`src/rtl/parity_accum_engine.sv`:
```
// ============================================================================
// Module      : parity_accum_engine
// Description : QC-LDPC parity accumulator. Streams message chunks against
//               circulant first rows and drains the M-bit parity in LM chunks.
// Revision    : 1.0 - initial release
// ============================================================================
`default_nettype none

module parity_accum_engine #(
  parameter int LM   = 16,
  parameter int M    = 32,
  parameter int KMAX = 8,
  parameter int KW   = $clog2(KMAX + 1)
) (
  input  logic          clk_i,
  input  logic          rst_ni,
  input  logic          start_i,
  input  logic [KW-1:0] num_blk_i,
  input  logic          g_valid_i,
  output logic          g_ready_o,
  input  logic [M-1:0]  g_data_i,
  input  logic          msg_valid_i,
  output logic          msg_ready_o,
  input  logic [LM-1:0] msg_data_i,
  output logic          par_valid_o,
  input  logic          par_ready_i,
  output logic [LM-1:0] par_data_o,
  output logic          par_last_o,
  output logic          busy_o,
  output logic          err_o
);

  localparam int NCH = M / LM;
  localparam int CW  = (NCH > 1) ? $clog2(NCH) : 1;
  localparam logic [CW-1:0] LAST_CHUNK = CW'(NCH - 1);
  localparam logic [KW-1:0] KMAX_C     = KW'(KMAX);

  typedef enum logic [1:0] {
    S_IDLE  = 2'd0,
    S_LOAD  = 2'd1,
    S_ACCUM = 2'd2,
    S_OUT   = 2'd3
  } state_e;

  state_e        state_q, state_d;
  logic [M-1:0]  r_q, r_d;
  logic [M-1:0]  p_q, p_d;
  logic [KW-1:0] blk_q, blk_d;
  logic [KW-1:0] nblk_q, nblk_d;
  logic [CW-1:0] chunk_q, chunk_d;
  logic [CW-1:0] idx_q, idx_d;
  logic          err_d;
  logic [M-1:0]  contrib;

  logic          g_ready_q, msg_ready_q, par_valid_q, par_last_q, busy_q, err_q;
  logic [LM-1:0] par_data_q;

  // Bit c of the result takes bit (c - s) mod M of x.
  function automatic logic [M-1:0] rotr(input logic [M-1:0] x, input int s);
    logic [2*M-1:0] t;
    t = {x, x} << s;
    return t[2*M-1:M];
  endfunction

  always_comb begin
    contrib = '0;
    for (int j = 0; j < LM; j++) begin
      if (msg_data_i[j]) contrib = contrib ^ rotr(r_q, j);
    end
  end

  always_comb begin
    state_d = state_q;
    r_d     = r_q;
    p_d     = p_q;
    blk_d   = blk_q;
    nblk_d  = nblk_q;
    chunk_d = chunk_q;
    idx_d   = idx_q;
    err_d   = 1'b0;
    case (state_q)
      S_IDLE: begin
        if (start_i) begin
          if (num_blk_i != '0 && num_blk_i <= KMAX_C) begin
            nblk_d  = num_blk_i;
            p_d     = '0;
            blk_d   = '0;
            state_d = S_LOAD;
          end else begin
            err_d = 1'b1;
          end
        end
      end
      S_LOAD: begin
        if (g_valid_i && g_ready_q) begin
          r_d     = g_data_i;
          chunk_d = '0;
          state_d = S_ACCUM;
        end
      end
      S_ACCUM: begin
        if (msg_valid_i && msg_ready_q) begin
          p_d     = p_q ^ contrib;
          r_d     = rotr(r_q, LM);
          chunk_d = chunk_q + CW'(1);
          if (chunk_q == LAST_CHUNK) begin
            if (blk_q == nblk_q - KW'(1)) begin
              idx_d   = '0;
              state_d = S_OUT;
            end else begin
              blk_d   = blk_q + KW'(1);
              state_d = S_LOAD;
            end
          end
        end
      end
      S_OUT: begin
        if (par_ready_i && par_valid_q) begin
          idx_d = idx_q + CW'(1);
          if (idx_q == LAST_CHUNK) state_d = S_IDLE;
        end
      end
      default: state_d = S_IDLE;
    endcase
  end

  // Outputs are registered from the next-state view so they align with state_q.
  always_ff @(posedge clk_i or negedge rst_ni) begin
    if (!rst_ni) begin
      state_q     <= S_IDLE;
      r_q         <= '0;
      p_q         <= '0;
      blk_q       <= '0;
      nblk_q      <= '0;
      chunk_q     <= '0;
      idx_q       <= '0;
      g_ready_q   <= 1'b0;
      msg_ready_q <= 1'b0;
      par_valid_q <= 1'b0;
      par_last_q  <= 1'b0;
      par_data_q  <= '0;
      busy_q      <= 1'b0;
      err_q       <= 1'b0;
    end else begin
      state_q     <= state_d;
      r_q         <= r_d;
      p_q         <= p_d;
      blk_q       <= blk_d;
      nblk_q      <= nblk_d;
      chunk_q     <= chunk_d;
      idx_q       <= idx_d;
      g_ready_q   <= (state_d == S_LOAD);
      msg_ready_q <= (state_d == S_ACCUM);
      par_valid_q <= (state_d == S_OUT);
      par_last_q  <= (state_d == S_OUT) && (idx_d == LAST_CHUNK);
      par_data_q  <= (state_d == S_OUT) ? p_d[idx_d*LM +: LM] : '0;
      busy_q      <= (state_d != S_IDLE);
      err_q       <= err_d;
    end
  end

  assign g_ready_o   = g_ready_q;
  assign msg_ready_o = msg_ready_q;
  assign par_valid_o = par_valid_q;
  assign par_last_o  = par_last_q;
  assign par_data_o  = par_data_q;
  assign busy_o      = busy_q;
  assign err_o       = err_q;

endmodule

`default_nettype wire

```
`config.mk`:
```
export PLATFORM = sky130hd
export DESIGN_NAME = parity_accum_engine
export DESIGN_NICKNAME = d
export VERILOG_FILES = /design/src/rtl/parity_accum_engine.sv
export SDC_FILE = /design/constraint.sdc
export NUM_CORES = 1
export LEC_CHECK = 0
export CORE_UTILIZATION = 55
export CTS_CLUSTER_DIAMETER = 100
export DETAILED_ROUTE_END_ITERATION = 7
export GPL_ROUTABILITY_DRIVEN = 0
export GPL_TIMING_DRIVEN = 0
export PLACE_DENSITY = 0.75
export SLEW_MARGIN = 5
export SYNTH_ARGS = -nofsm -noshare
export SYNTH_HDL_FRONTEND = slang
export SYNTH_SLANG_ARGS = --single-unit
```
`constraint.sdc`:
```
create_clock -name clk_i -period 2.38 [get_ports clk_i]
set_input_delay 0.714 -clock clk_i [delete_from_list [all_inputs] [get_ports clk_i]]
set_output_delay 0.714 -clock clk_i [all_outputs]
set_load 0.005 [all_outputs]
```
# After elaboration in Yosys (flattened, before gate mapping)
# Index checks and enable logic that the tools add are counted.
# Widths: inputs -> output; s select.
[op_classes]
n_addsub = 4
magnitude_cmp = 1
eq_ne = 13
shift = 1
mux = 50
n_bitwise = 16
n_reduce_logical = 13
[op_table]
columns = ["cell", "n"]
rows = [
  ["$mux 32", 21],
  ["$xor 32x32->32", 16],
  ["$pmux 32 s2", 2],
  ["$shiftx 32x6->16", 1],
  ["$mux 4", 5],
  ["$mux 16", 1],
  ["$mux 2", 8],
  ["$ne 2x2->1 const B", 6],
  ["$mux 1", 9],
  ["$eq 2x2->1 const B", 4],
  ["$pmux 2 s4", 1],
  ["$pmux 4 s2", 1],
  ["$reduce_and 3->1", 2],
  ["$reduce_and 6->1", 1],
  ["$reduce_bool 2->1", 3],
  ["$logic_and 1x1->1", 5],
  ["$add 4x1->4 const B", 1],
  ["$eq 2x1->1 const B", 2],
  ["$eq 4x4->1", 1],
  ["$le 4x4->1 const B", 1],
  ["$pmux 1 s2", 2],
  ["$reduce_bool 4->1", 1],
  ["$sub 4x1->4 const B", 1],
  ["$add 1x1->1 const B", 2],
  ["$logic_not 2->1", 1],
]
[word_totals]
reg_bits = 98
inputBits = 58
output_inout_bits = 22

# Logic depth before layout (Yosys ltp)
[logic_depth]
word_depth = 36
depth_mapped = 9

# Worst setup path before layout
# No wires, ideal clock.
[synth_path]
path_type = "in2reg"
startpoint = "in num_blk_i[1]"
endpoint = "reg nblk_q[0]"
setup_ns = 0.125
arrival_time_ns = 2.233
required_time_ns = 2.255
setup_slack_ns = 0.023
path_stages = 7
path_buffers = 1
path_cell_list = "nor3_1 > xnor2_1 > nor3_1 > or3_1 > clkbuf_1 > nor2_1 > mux2_2"
[synth_between]
elab_chain_len = 3
[synth_lines]
columns = ["element", "line_no", "text"]
rows = [
  ["start, declared", "18", "input logic [KW-1:0] num_blk_i,"],
  ["$le 4x4->1 or $reduce_bool 4->1 (tied branches)", "84", "if (num_blk_i != '0 && num_blk_i <= KMAX_C) begin"],
  ["$logic_and 1x1->1 (*)", "84", ""],
  ["$reduce_and 3->1 (no source line) (*)", "-", ""],
  ["end signal, assigned", "149", "nblk_q <= nblk_d;"],
  ["end, declared", "49", "logic [KW-1:0] nblk_q, nblk_d;"],
]
# Every way passes the cells marked *; elsewhere a longest branch is shown, timed or not.
# A chain may end at the register's enable or synchronous reset.

# Final worst setup path
[layout_path]
startpoint = "in msg_data_i[14]"
endpoint = "reg p_q[13]"
[layout_between]
elab_chain_len = 6
[layout_lines]
columns = ["element", "line_no", "text"]
rows = [
  ["start, declared", "24", "input logic [LM-1:0] msg_data_i,"],
  ["$mux 32 (*)", "68", "if (msg_data_i[j]) contrib = contrib ^ rotr(r_q, j);"],
  ["$xor 32x32->32", "68", ""],
  ["$mux 32 (*)", "68", ""],
  ["$xor 32x32->32 (*)", "103", "p_d = p_q ^ contrib;"],
  ["$mux 32 (*)", "102", "if (msg_valid_i && msg_ready_q) begin"],
  ["$pmux 32 s2 (*)", "81", "case (state_q)"],
  ["via p_d[13]", "47", "logic [M-1:0] p_q, p_d;"],
  ["end signal, assigned", "147", "p_q <= p_d;"],
  ["end, declared", "47", ""],
]
# Mark *: on every way through the listed nets, which the timed path passes. The rest lies on a longest branch.

==> summary.md <==
| Metric | Value |
|---|---|
| Worst Skew | `around 0.013 ns` |
| Post-Syn Area | `11,800 sq um` |
| Wire per inst | `21.7 um` |
| Final setup vio count | `0` |
| Min cycle time layout | `2.37 ns` |
| Critical Path RT | `between 2 and 3 ns` |
| Top-Level Pins | `80` |
| Clock share of power | `0.076` |
| Kind of critical path | `in2reg` |
| Synth Net Count | `1,688` |
| Total wire length | `43,400 um` |
| Routed via count | `12,100` |
| Syn Area/Cell | `7.24 sq um` |
| Power share of the combinational group | `0.818` |
| CP Buf/Inv Count | `2` |
| Ys flop type | `dfrtp_1` |
| PwrDens | `1630 nW/um^2` |
| Least-Margin Pin Slew | `0.688 ns` |
| Num CTS Buffers | `9` |
| Data arrival, critical path | `about 2.7 ns` |
| Min-delay worst type | `in2async` |
| Worst Slack Setup Final | `0.0114 ns` |
| Worst-path cell chain | `dlygate4sd2_1, buf_4, nand2_1, xnor2_1, xnor2_1, xnor2_1, xnor2_2, or3_1, nand3_1` |
| Ys async rst share | `1.00` |
| CTS tree | `yes` |
| Final Hold Vio Count | `0` |
| Slew Limit Fails | `0` |
| Psw | `about 0.011 W` |
| MaxCap Viol Count | `0` |
| Crit path max-delay family | `XOR/XNOR gates` |
| Clock Tree Root | `clkbuf_16` |
| IO Port Bufs | `79` |
| DRC violation total after the first TritonRoute iteration | `1,368` |
| Core box area | `~21,000 sq um` |
| Synthesis-to-finish area growth | `15.6%` |
| Fin crit share | `0.995` |
| Worst path max stage delay | `0.35 ns` |
| Clock tree buffer depth | `2` |
| Slowest-stage cell, CP | `dlygate4sd2_1` |
| Final core occ | `0.648` |
| Synth cell types | `30` |
| Worst slack, placed | `-0.809 ns` |
| Vias in the first global route | `11,300` |
| Status | `completed` |
| Fraction of layout cells with a size suffix above 1 | `0.112` |
| CTS Sinks | `98` |
| Fmax | `~0.42 GHz` |
| CTS clk-pin slew, worst paths | `0.07 ns` |
| Seq/Total Area, Yosys | `0.208` |
| Worst rel slew slack | `0.541` |
| Most frequent CP cell | `xnor2_1` |
| Global-route wire length before repair | `65,500 um` |
| Worst VDD drop | `between 0.0008 and 0.0009 V` |
| Hpwl dp | `29,600 um` |
| Row cnt | `53` |
| H-Tree Depth | `3` |
| Die area | `22,000 sq um` |
| Antenna diode count | `0` |
| Crit end category | `flop` |
| Yosys warns | `0` |
| Vias per cell | `slightly above 6` |
| DRC errors left | `0` |
| Synth Instances | `1,628` |
| Antenna-violating nets left | `0` |
| Cells after DPL | `1,983` |
| Initial DRT Pass Iterations | `6` |
| Clock Latency Late Sink | `0.37 ns` |
| Lkg Pwr | `approximately 5.3 nW` |
| Number of synthesized flops with an enable pin | `0` |
| Pin count of the biggest net entering global routing | `53` |
| Die Height | `148 um` |
| Die X | `148 um` |
| Sequential share of power | `0.107` |
| CP Launch Type | `input port` |
| GRT Residual Overflow | `0` |
| GRT Util Overall | `0.398` |
| Post-synthesis register bit count | `98` |
| CP max FO | `10` |
| Initial antenna violation count | `0` |
| Switch share | `0.519` |
| Internal power of the cells | `0.0106 W` |
| Starting density of the core | `0.561` |
| Final #Nets | `1,780` |
| Fin cells | `2,000` |
final cells by class:
class / instances / area (sq um)
Clock buffer: 10 / 239
Timing Repair Buffer: 83 / 772
Sequential cell: 98 / 2450
Fill cell: 1818 / 7400
Multi-Input combinational cell: 1374 / 8650
Tap cell: 275 / 344
Buffer: 150 / 1050
Clock inverter: 6 / 93.8
Inverter: 4 / 15.0
cells in the final DEF, fill, tap and decap left out, drive strengths merged, types with 39 or more instances in the layout:
cell type      Yosys  final
o21ai             40     40
clkdlybuf4s50      0     62
buf              116    116
xnor2            375    375
nand2            610    610
xor2             130    130
dfrtp             98     98
nand3             39     39
clkbuf            36     62
worst paths after layout:
check | from | to | slack (ns) | depth (start not counted)
setup reg to reg | r_q[8] | p_q[8] | 0.02 | 9
hold reg to reg | blk_q[3] | blk_q[3] | 0.54 | 1
max in group asynchronous | rst_ni | r_q[14] | 1.30 | 2
min in group clk_i | blk_q[3] | blk_q[3] | 0.54 | 1
hold / removal | rst_ni | busy_o | 0.39 | 1
setup / recovery | msg_data_i[14] | p_q[13] | 0.01 | 9
cells by family (layout without fill, tap and decap cells):
group / Yosys count / after routing / share of synthesized area
simple gates: 705 / 705 / 0.239
xor+xnor: 505 / 505 / 0.376
fa+ha+maj: 2 / 2 / 0.00212
compound gates: 126 / 126 / 0.0680
flops: 98 / 98 / 0.208
buf+inv: 156 / 253 / 0.0753
mux: 36 / 36 / 0.0310
power groups by stage:
| stage | registers, W | clock network, W | logic, W |
|---|---|---|---|
| floorplan | 0.00232 | 0 | 0.0123 |
| global placement | 0.00236 | 0 | 0.0161 |
| detailed placement | 0.00238 | 0 | 0.0164 |
| CTS | 0.00235 | 0.00167 | 0.0171 |
| global route | 0.00241 | 0.00174 | 0.0189 |
| finish | 0.00236 | 0.00168 | 0.0181 |
flip-flops by register name, summed over array words and instances, names as in the netlist:
register / cells
busy_o: 1
g_ready_o: 1
r_q: 32
state_q: 2
par_valid_o: 1
err_o: 1
p_q: 32
chunk_q: 1
nblk_q: 4
blk_q: 4
msg_ready_o: 1
par_last_o: 1
par_data_o: 16
idx_q: 1
Yosys cell counts (all sizes together) (2+ instances only):
library cell,count,share of area
nor2,10,0.0032
a31oi,16,0.0085
or4,15,0.0096
o211ai,32,0.020
nor2b,2,0.0011
xor2,130,0.097
xnor2,375,0.28
nor3,6,0.0025
buf,116,0.063
ha,2,0.0021
a22oi,2,0.0013
mux2,4,0.0038
and2,2,0.0011
inv,4,0.0013
nand3,39,0.017
o2bb2ai,16,0.012
nand2,610,0.19
dfrtp,98,0.21
mux2i,32,0.027
or3,19,0.010
o21ai,40,0.017
a21oi,18,0.0076
clkbuf,36,0.011
what timing repair did:
action	CTS	global route
buffers inserted	0	3
resized for setup	88	66
hold buffers	0	0
endpoints found under the hold margin	0	0
setup endpoints to repair	84	86
pin swaps	5	11
layer usage:
| layer | share of wire | wire (um) | global-route usage | up-vias |
|---|---|---|---|---|
| met5 | 0.0015 | 67 | 0.0205 | - |
| met4 | 0.075 | 3270 | 0.262 | 2 |
| met3 | 0.14 | 5890 | 0.111 | 274 |
| met2 | 0.43 | 18800 | 0.618 | 968 |
| met1 | 0.35 | 15400 | 0.481 | 5571 |
| li1 | - | - | - | 5272 |
per-stage QoR:
| stage | hold slack (ns) | power, W | instance area, sq um | TNS (ns) |
|---|---|---|---|---|
| after floorplan | 0.418 | 0.0146 | 11800 | 0 |
| after global placement | 0.493 | 0.0185 | 12900 | -361.22 |
| after detailed placement | 0.522 | 0.0188 | 12900 | -53.05 |
| after CTS | 0.413 | 0.0212 | 13500 | -0.00187 |
| after global routing | 0.450 | 0.0231 | 13600 | -0.0463 |
| final | 0.386 | 0.0221 | 13600 | 0 |
No activity file was read; power rests on OpenSTA's default activity.
